--- src/rtl/w4823_cmem_loader_pkg.sv ---
// Constants shared by the W4823 FIR and its coefficient-memory loader:
// CMEM geometry, coefficient width and the loader FSM encodings.
package w4823_cmem_loader_pkg;

  localparam int NTAPS          = 64;
  localparam int AW             = 6;
  localparam int CW             = 17;
  localparam int BYTES_PER_COEF = 3;

  localparam logic [2:0] ST_IDLE = 3'd0;
  localparam logic [2:0] ST_B0   = 3'd1;
  localparam logic [2:0] ST_B1   = 3'd2;
  localparam logic [2:0] ST_B2   = 3'd3;
  localparam logic [2:0] ST_WR   = 3'd4;
  localparam logic [2:0] ST_CHK  = 3'd5;
  localparam logic [2:0] ST_DONE = 3'd6;

endpackage

--- src/rtl/w4823_cmem_loader.sv ---
// Assembles 17-bit coefficients from a big-endian byte stream, writes them
// to the FIR CMEM at addresses 0..NTAPS-1 and verifies a trailing checksum.
module w4823_cmem_loader
  import w4823_cmem_loader_pkg::*;
(
  input  logic          clk_fast,
  input  logic          rst_n,
  input  logic          start,
  input  logic [7:0]    byte_in,
  input  logic          byte_valid,
  output logic          byte_ready,
  output logic [CW-1:0] cin,
  output logic [AW-1:0] caddr,
  output logic          cload,
  output logic          busy,
  output logic          done,
  output logic          err
);

  logic [2:0]    state_q, state_d;
  logic [AW-1:0] idx_q, idx_d;
  logic [7:0]    csum_q, csum_d;
  logic          b0_q, b0_d;
  logic [7:0]    b1_q, b1_d;
  logic          err_q, err_d;
  logic [CW-1:0] cin_q, cin_d;
  logic [AW-1:0] caddr_q, caddr_d;
  logic          xfer;

  assign byte_ready = (state_q == ST_B0) || (state_q == ST_B1) ||
                      (state_q == ST_B2) || (state_q == ST_CHK);
  assign xfer       = byte_valid && byte_ready;
  assign cload      = (state_q == ST_WR);
  assign busy       = (state_q != ST_IDLE);
  assign done       = (state_q == ST_DONE);
  assign err        = err_q;
  assign cin        = cin_q;
  assign caddr      = caddr_q;

  always_comb begin
    state_d = state_q;
    idx_d   = idx_q;
    csum_d  = csum_q;
    b0_d    = b0_q;
    b1_d    = b1_q;
    err_d   = err_q;
    cin_d   = cin_q;
    caddr_d = caddr_q;
    case (state_q)
      ST_IDLE: begin
        if (start) begin
          err_d   = 1'b0;
          idx_d   = '0;
          csum_d  = '0;
          state_d = ST_B0;
        end
      end
      ST_B0: begin
        if (xfer) begin
          // Only bit 0 of the leading byte carries coefficient data.
          if (byte_in[7:1] != 7'd0) begin
            err_d   = 1'b1;
            state_d = ST_IDLE;
          end else begin
            b0_d    = byte_in[0];
            csum_d  = csum_q + byte_in;
            state_d = ST_B1;
          end
        end
      end
      ST_B1: begin
        if (xfer) begin
          b1_d    = byte_in;
          csum_d  = csum_q + byte_in;
          state_d = ST_B2;
        end
      end
      ST_B2: begin
        if (xfer) begin
          cin_d   = {b0_q, b1_q, byte_in};
          caddr_d = idx_q;
          csum_d  = csum_q + byte_in;
          state_d = ST_WR;
        end
      end
      ST_WR: begin
        if (idx_q == AW'(NTAPS - 1)) begin
          state_d = ST_CHK;
        end else begin
          idx_d   = idx_q + AW'(1);
          state_d = ST_B0;
        end
      end
      ST_CHK: begin
        if (xfer) begin
          if (byte_in == csum_q) begin
            state_d = ST_DONE;
          end else begin
            err_d   = 1'b1;
            state_d = ST_IDLE;
          end
        end
      end
      ST_DONE: state_d = ST_IDLE;
      default: state_d = ST_IDLE;
    endcase
  end

  always_ff @(posedge clk_fast or negedge rst_n) begin
    if (!rst_n) begin
      state_q <= ST_IDLE;
      idx_q   <= '0;
      csum_q  <= '0;
      b0_q    <= 1'b0;
      b1_q    <= '0;
      err_q   <= 1'b0;
      cin_q   <= '0;
      caddr_q <= '0;
    end else begin
      state_q <= state_d;
      idx_q   <= idx_d;
      csum_q  <= csum_d;
      b0_q    <= b0_d;
      b1_q    <= b1_d;
      err_q   <= err_d;
      cin_q   <= cin_d;
      caddr_q <= caddr_d;
    end
  end

endmodule

--- config.mk ---
export PLATFORM = sky130hd
export DESIGN_NAME = w4823_cmem_loader
export DESIGN_NICKNAME = d
export VERILOG_FILES = /design/src/rtl/w4823_cmem_loader_pkg.sv /design/src/rtl/w4823_cmem_loader.sv
export SDC_FILE = /design/constraint.sdc
export NUM_CORES = 1
export LEC_CHECK = 0
export CAP_MARGIN = 0
export CORE_MARGIN = 2
export CORE_UTILIZATION = 37
export CTS_CLUSTER_SIZE = 16
export DETAILED_ROUTE_END_ITERATION = 8
export GPL_TIMING_DRIVEN = 0
export HOLD_SLACK_MARGIN = 0.02
export PLACE_DENSITY = 0.61
export SKIP_CTS_REPAIR_TIMING = 1
export SYNTH_ARGS = -nofsm -noshare
export SYNTH_HDL_FRONTEND = slang
export SYNTH_SLANG_ARGS = --single-unit
export TNS_END_PERCENT = 100
--- constraint.sdc ---
create_clock -name clk_fast -period 2.9 [get_ports clk_fast]
set_clock_uncertainty 0.1 [all_clocks]
set_input_delay 0.29 -clock clk_fast [delete_from_list [all_inputs] [get_ports clk_fast]]
set_output_delay 0.29 -clock clk_fast [all_outputs]
set_load 0.005 [all_outputs]
Word-level counts from Yosys, hierarchy flattened
Index checks and enable logic that the tools add are counted.
{"block": "totals", "regBits": 50, "latchBits": 0, "mem_bits_rw": 0, "romBits": 0, "input_bits": 12, "output_inout_bits": 28, "n_memories": 0}
{"block": "classes", "addsub": 2, "n_mul": 0, "n_div": 0, "magnitude_cmp": 0, "n_eq_ne": 18, "n_shift": 0, "mux": 23, "bitwise": 1, "reduce_logical": 18}
{"cell": "$mux W8", "count": 4}
{"cell": "$pmux W8 S3", "count": 1}
{"cell": "$mux W3", "count": 7}
{"cell": "$pmux W3 S6", "count": 1}
{"cell": "$ne A2 B2 Y1 const B", "count": 8}
{"cell": "$mux W6", "count": 2}
{"cell": "$pmux W6 S2", "count": 1}
{"cell": "$reduce_and A5 Y1", "count": 2}
{"cell": "$eq A3 B3 Y1 const B", "count": 3}
{"cell": "$reduce_bool A3 Y1", "count": 3}
{"cell": "$add A8 B8 Y8", "count": 1}
{"cell": "$eq A8 B8 Y1", "count": 1}
{"cell": "$reduce_bool A7 Y1", "count": 1}
{"cell": "$add A6 B1 Y6 const B", "count": 1}
{"cell": "$eq A3 B2 Y1 const B", "count": 2}
{"cell": "$eq A6 B6 Y1 const B", "count": 1}
{"cell": "$reduce_and A3 Y1", "count": 2}
{"cell": "$reduce_and A6 Y1", "count": 1}
{"cell": "$mux W1", "count": 5}
{"cell": "$ne A2 B1 Y1 const B", "count": 2}
{"cell": "$reduce_and A2 Y1", "count": 2}
{"cell": "$eq A3 B1 Y1 const B", "count": 1}
{"cell": "$logic_not A3 Y1", "count": 1}
{"cell": "$logic_or A1 B1 Y1", "count": 3}
{"cell": "other kinds (6)", "count": 6}

Depth between registers and ports, before layout
{"block": "depth", "depth_word": 7, "depth_mapped": 7, "ltp_nobuf": 7}

Worst setup path after synthesis
OpenSTA, ideal clock, no wires.
{"block": "synth_timing", "path_type": "flip-flop to flip-flop", "startpoint": "reg csum_q[0]", "endpoint": "reg csum_q[6]", "setup_time_ns": 0.126, "t_arrival_ns": 1.813, "setup_slack_ns": 0.860, "path_stages_with_launch": 8, "n_path_buf": 0, "period_less_slack_ns": 2.040, "cell_sequence": "dfrtp_1 ha_1 fa_1 a21o_1 a221o_1 a21oi_1 xor2_1 o22ai_1"}
{"block": "synth_via", "elab_chain_cells": 4}
{"element": "start, declared", "line": "w4823_cmem_loader.sv:22", "text": "logic [7:0] csum_q, csum_d;"}
{"element": "start signal, assigned", "line": "w4823_cmem_loader.sv:122", "text": "csum_q <= csum_d;"}
{"element": "$add A8 B8 Y8 (*)", "line": "w4823_cmem_loader.sv:66, w4823_cmem_loader.sv:74, w4823_cmem_loader.sv:82"}
{"element": "$mux W8", "line": "w4823_cmem_loader.sv:61", "text": "if (byte_in[7:1] != 7'd0) begin"}
{"element": "$mux W8", "line": "w4823_cmem_loader.sv:59", "text": "if (xfer) begin"}
{"element": "$pmux W8 S3 (*)", "line": "w4823_cmem_loader.sv:49", "text": "case (state_q)"}
Mark *: on every way between the ends. The rest lies on a longest branch, timed or not. The select of a mux whose other input is x is not followed.
A chain may end at the register's enable or synchronous reset.

Final worst setup path
{"block": "layout_timing", "startpoint": "reg state_q[2]", "endpoint": "out cload"}
{"block": "layout_via", "elab_chain_cells": 1}
{"element": "start, declared", "line": "w4823_cmem_loader.sv:20", "text": "logic [2:0] state_q, state_d;"}
{"element": "start signal, assigned", "line": "w4823_cmem_loader.sv:120", "text": "state_q <= state_d;"}
{"element": "$eq A3 B3 Y1", "line": "w4823_cmem_loader.sv:33", "text": "assign cload = (state_q == ST_WR);"}
{"element": "end, declared", "line": "w4823_cmem_loader.sv:14", "text": "output logic cload,"}
Every way passes these cells.

==> implementation parameters <==
Parameter                              Value

Status
  Run status ... finished clean

Clocking
  TritonCTS clock tree ... done
  Clock Path Buffers ... 2
  Level count of the clock H-tree ... 2
  Clock transition at the registers of the reported paths ... 0.09 ns
  Clock tree sinks ... 50
  TritonCTS buffer count ... 5
  Clock latency on the worst-skew pair ... 0.30 ns
  Clock Root Buffer ... clkbuf_8

Worst hold path
  Worst min path class ... primary input to register
  Hold path startpoint ... byte_valid

Cells and area
  Cell area after layout ... 0.00309 mm²
  Diodes inserted ... 0
  Final nets ... 279
  Ratio of cells with drive above 1 in the final layout ... 20.8%
  Area overhead of the layout relative to synthesis ... 26.3%

Critical path
  Endpoint type of the worst setup path ... output port
  Crit-path max cell delay ... 0.55 ns
  Setup slack, reg-to-reg ... 0.70 ns
  Startpoint of the lowest-slack register-to-register path ... csum_q[0]
  Req. time, crit path ... around 2.5 ns
  Critical-path maximum fanout ... 10
  Critical Setup Path Class ... register to output port
  Master of the slowest instance on the critical path ... clkdlybuf4s50_1
  Crit path launch type ... register
  Launch point of the critical path ... state_q[2]
  Data arrival time at the worst-slack endpoint ... ~2.0 ns
  Cells along the critical path ... buf_2 -> clkinv_1 -> nor2_1 -> clkdlybuf4s50_1

Global route
  Vias in the first global route ... about 1800
  Leftover overflow at the end of global routing ... 0
  Pin count of the biggest net entering global routing ... 29
  Wire length of the first global-routing pass ... 8400 µm
  Antenna violations before repair ... 0
  Global router's overall resource usage ... 14.7%

Power
  Sequential share of power ... a little over two fifths
  Worst voltage drop across the vdd grid ... 0.350 mV
  Leakage dissipation ... 1.42 nW
  Combinational fraction of design power ... 26.8%
  Cell Int Power ... 1.40 mW
  Ratio of total power to cell area ... 628 mW/mm²
  Net switching power of the design ... roughly 0.54 mW
  Sw frac ... 27.9%
  Clk network pwr share ... 30.9%

Synthesis
  Largest family of logic cells by synthesized area ... multiplexers
  Post-synthesis net count ... 233
  Cell Area, Synth ... about 0.0024 mm²
  Adder and majority cell fraction of the synthesized area ... under 10%
  Number of register bits inferred by synthesis ... 50
  Area share of xor/xnor cells in the synthesized design ... under 10%
  Share of synthesized area occupied by flip-flops and latches ... 51.2%
  Fraction of synthesized area in multiplexers ... 16.0%
  Async set or reset register ratio after synthesis ... 100%
  Predominant post-synthesis flop cell ... dfrtp_1
  Number of distinct standard cells referenced by the synthesized netlist ... 43
  Synth Warn # ... 0
  Post-Synth Simple-Gate Area ... a little over a tenth
  Gate Count Post-Synth ... 212
  Commonest cells in the synthesized netlist ... dfrtp_1, mux2_2, nand2_1
  Portion of synthesized cell area occupied by the leading cell type ... 51.2%
  Number of enable flip-flop cells after synthesis ... 0
  Average cell area after synthesis ... 11.5 µm²
  Dominant cell type by area after synthesis ... dfrtp_1
  Area fraction in compound gates after synthesis ... a little over a tenth
  Largest cells by area after synthesis ... dfrtp_1, mux2_2, ha_1
  Most frequent cell after synthesis ... dfrtp_1

Drt
  Mean number of vias per cell ... 5.27
  Remaining DRCs ... 0
  Detailed-router iteration count before antenna repair ... 4
  Detailed-route wire length ... 4990 µm
  Total number of vias ... 1771
  Detail-routed net length per standard cell ... 14.8 µm
  Remaining antenna violation count after routing ... 0
  First-iteration detailed-routing DRC count ... 94

Floorplan
  Die width ... approximately 85 µm
  Initial standard-cell utilization of the core ... 38.3%
  Number of top-level pins ... 40
  DIE AREA ... ~0.0073 mm²
  Cell Rows ... 29
  Core region area ... 0.00639 mm²
  Vertical die dimension ... around 85 µm

STA
  Final setup violation count ... 0
  Clock period minus final worst setup slack ... 2.38 ns
  Unrepaired setup endpoints after global routing ... false
  Maximum operating frequency ... 420 MHz
  Least setup slack across all paths after layout ... 0.520 ns
  Total negative slack for setup checks ... 0 ns
  Post-route fraction of the period consumed by the critical path ... between 80 and 90%
  Final hold violation count ... 0
  Slew at the pin closest to its max-slew limit ... between 1 and 1.5 ns
  Relative slew slack ... 28.3%
  Post-route worst hold slack ... 0.180 ns
  Final slew viol count ... 0

Flow run
  MaxCap Viol Count ... 0

Placed design
  Cell area after placement ... just under 0.003 mm²
  Input/output buffers ... 37
  Last weighted congestion value of the routability-driven placer ... 0.834
  Post-Place Worst Slack ... 0.288 ns
  Post-DP HPWL ... approximately 3600 µm
-- path summary, 6_finish.rpt --
check | end | cells past startpoint
setup / recovery | cload | 4
hold / removal | state_q[0] | 2
min in group asynchronous | caddr[5] | 2
max in group asynchronous | cin[8] | 3
setup reg to reg | csum_q[6] | 7
hold reg to reg | caddr[2] | 1
-- power by group through the flow --
| stage | clock network [mW] | logic, mW | registers [mW] |
|---|---|---|---|
| 2_1_floorplan | 0 | 0.369 | 0.824 |
| 3_3_place_gp | 0 | 0.505 | 0.829 |
| 3_5_place_dp | 0 | 0.515 | 0.832 |
| 4_1_cts | 0.613 | 0.520 | 0.820 |
| 5_1_grt | 0.636 | 0.592 | 0.831 |
| 6_report | 0.600 | 0.519 | 0.820 |
-- cells in the final DEF (no fill, tap or decap), drive strengths merged, types with 3 or more instances in the layout --
cell / n
o21ai: 10
nor2: 9
nand3: 6
dfrtp: 50
clkbuf: 7
and3: 3
clkdlybuf4s50: 36
a21oi: 10
nand2: 13
xnor2: 5
buf: 11
nor4b: 3
inv: 10
nor3: 6
mux2: 33
a21o: 3
o22ai: 3
ha: 8
-- worst max-delay path: cells and delay by family, from the launching register on --
kind | cells | cell delay [ns]
flops | 1 | 0.35
simple gates | 1 | 0.29
buf+inv | 3 | 1.06
-- metrics by stage --
stage	std cells	total power, mW	util, %
after CTS	335	1.95	48.2
final	336	1.94	48.3
after floorplan	212	1.19	-
after global routing	336	2.06	48.3
after detailed placement	327	1.35	45.9
after global placement	326	1.33	45.6
-- cell families after synthesis --
group,count (synthesis)
simple gates,50
flops,50
compound gates,40
mux,35
buf+inv,21
fa+ha+maj,9
xor+xnor,7
-- flip-flops by register name, indices dropped and copies added (netlist names) --
name / count
b0_q: 1
b1_q: 8
caddr: 6
cin: 17
csum_q: 8
err: 1
idx_q: 6
state_q: 3
-- final cells by class --
type / instances / area, µm²
fill: 582 / 3300
inverter: 11 / 41.3
tap: 77 / 96.3
timing repair buffer: 39 / 403
buffer: 10 / 57.6
multi-input combinational: 141 / 1090
sequential: 50 / 1250
clock inverter: 2 / 60.1
clock buffer: 6 / 82.6
-- routing by layer --
metal  global-route usage (%)  vias to the layer above  share of wire (%)
met4                     4.33                        0                1.1
met2                     24.5                       40                 49
met1                     18.9                      865                 45
li1                         -                      858                  -
met5                        0                        -                  0
met3                     3.60                        8                5.0
Power figures use the tool's default switching activity.
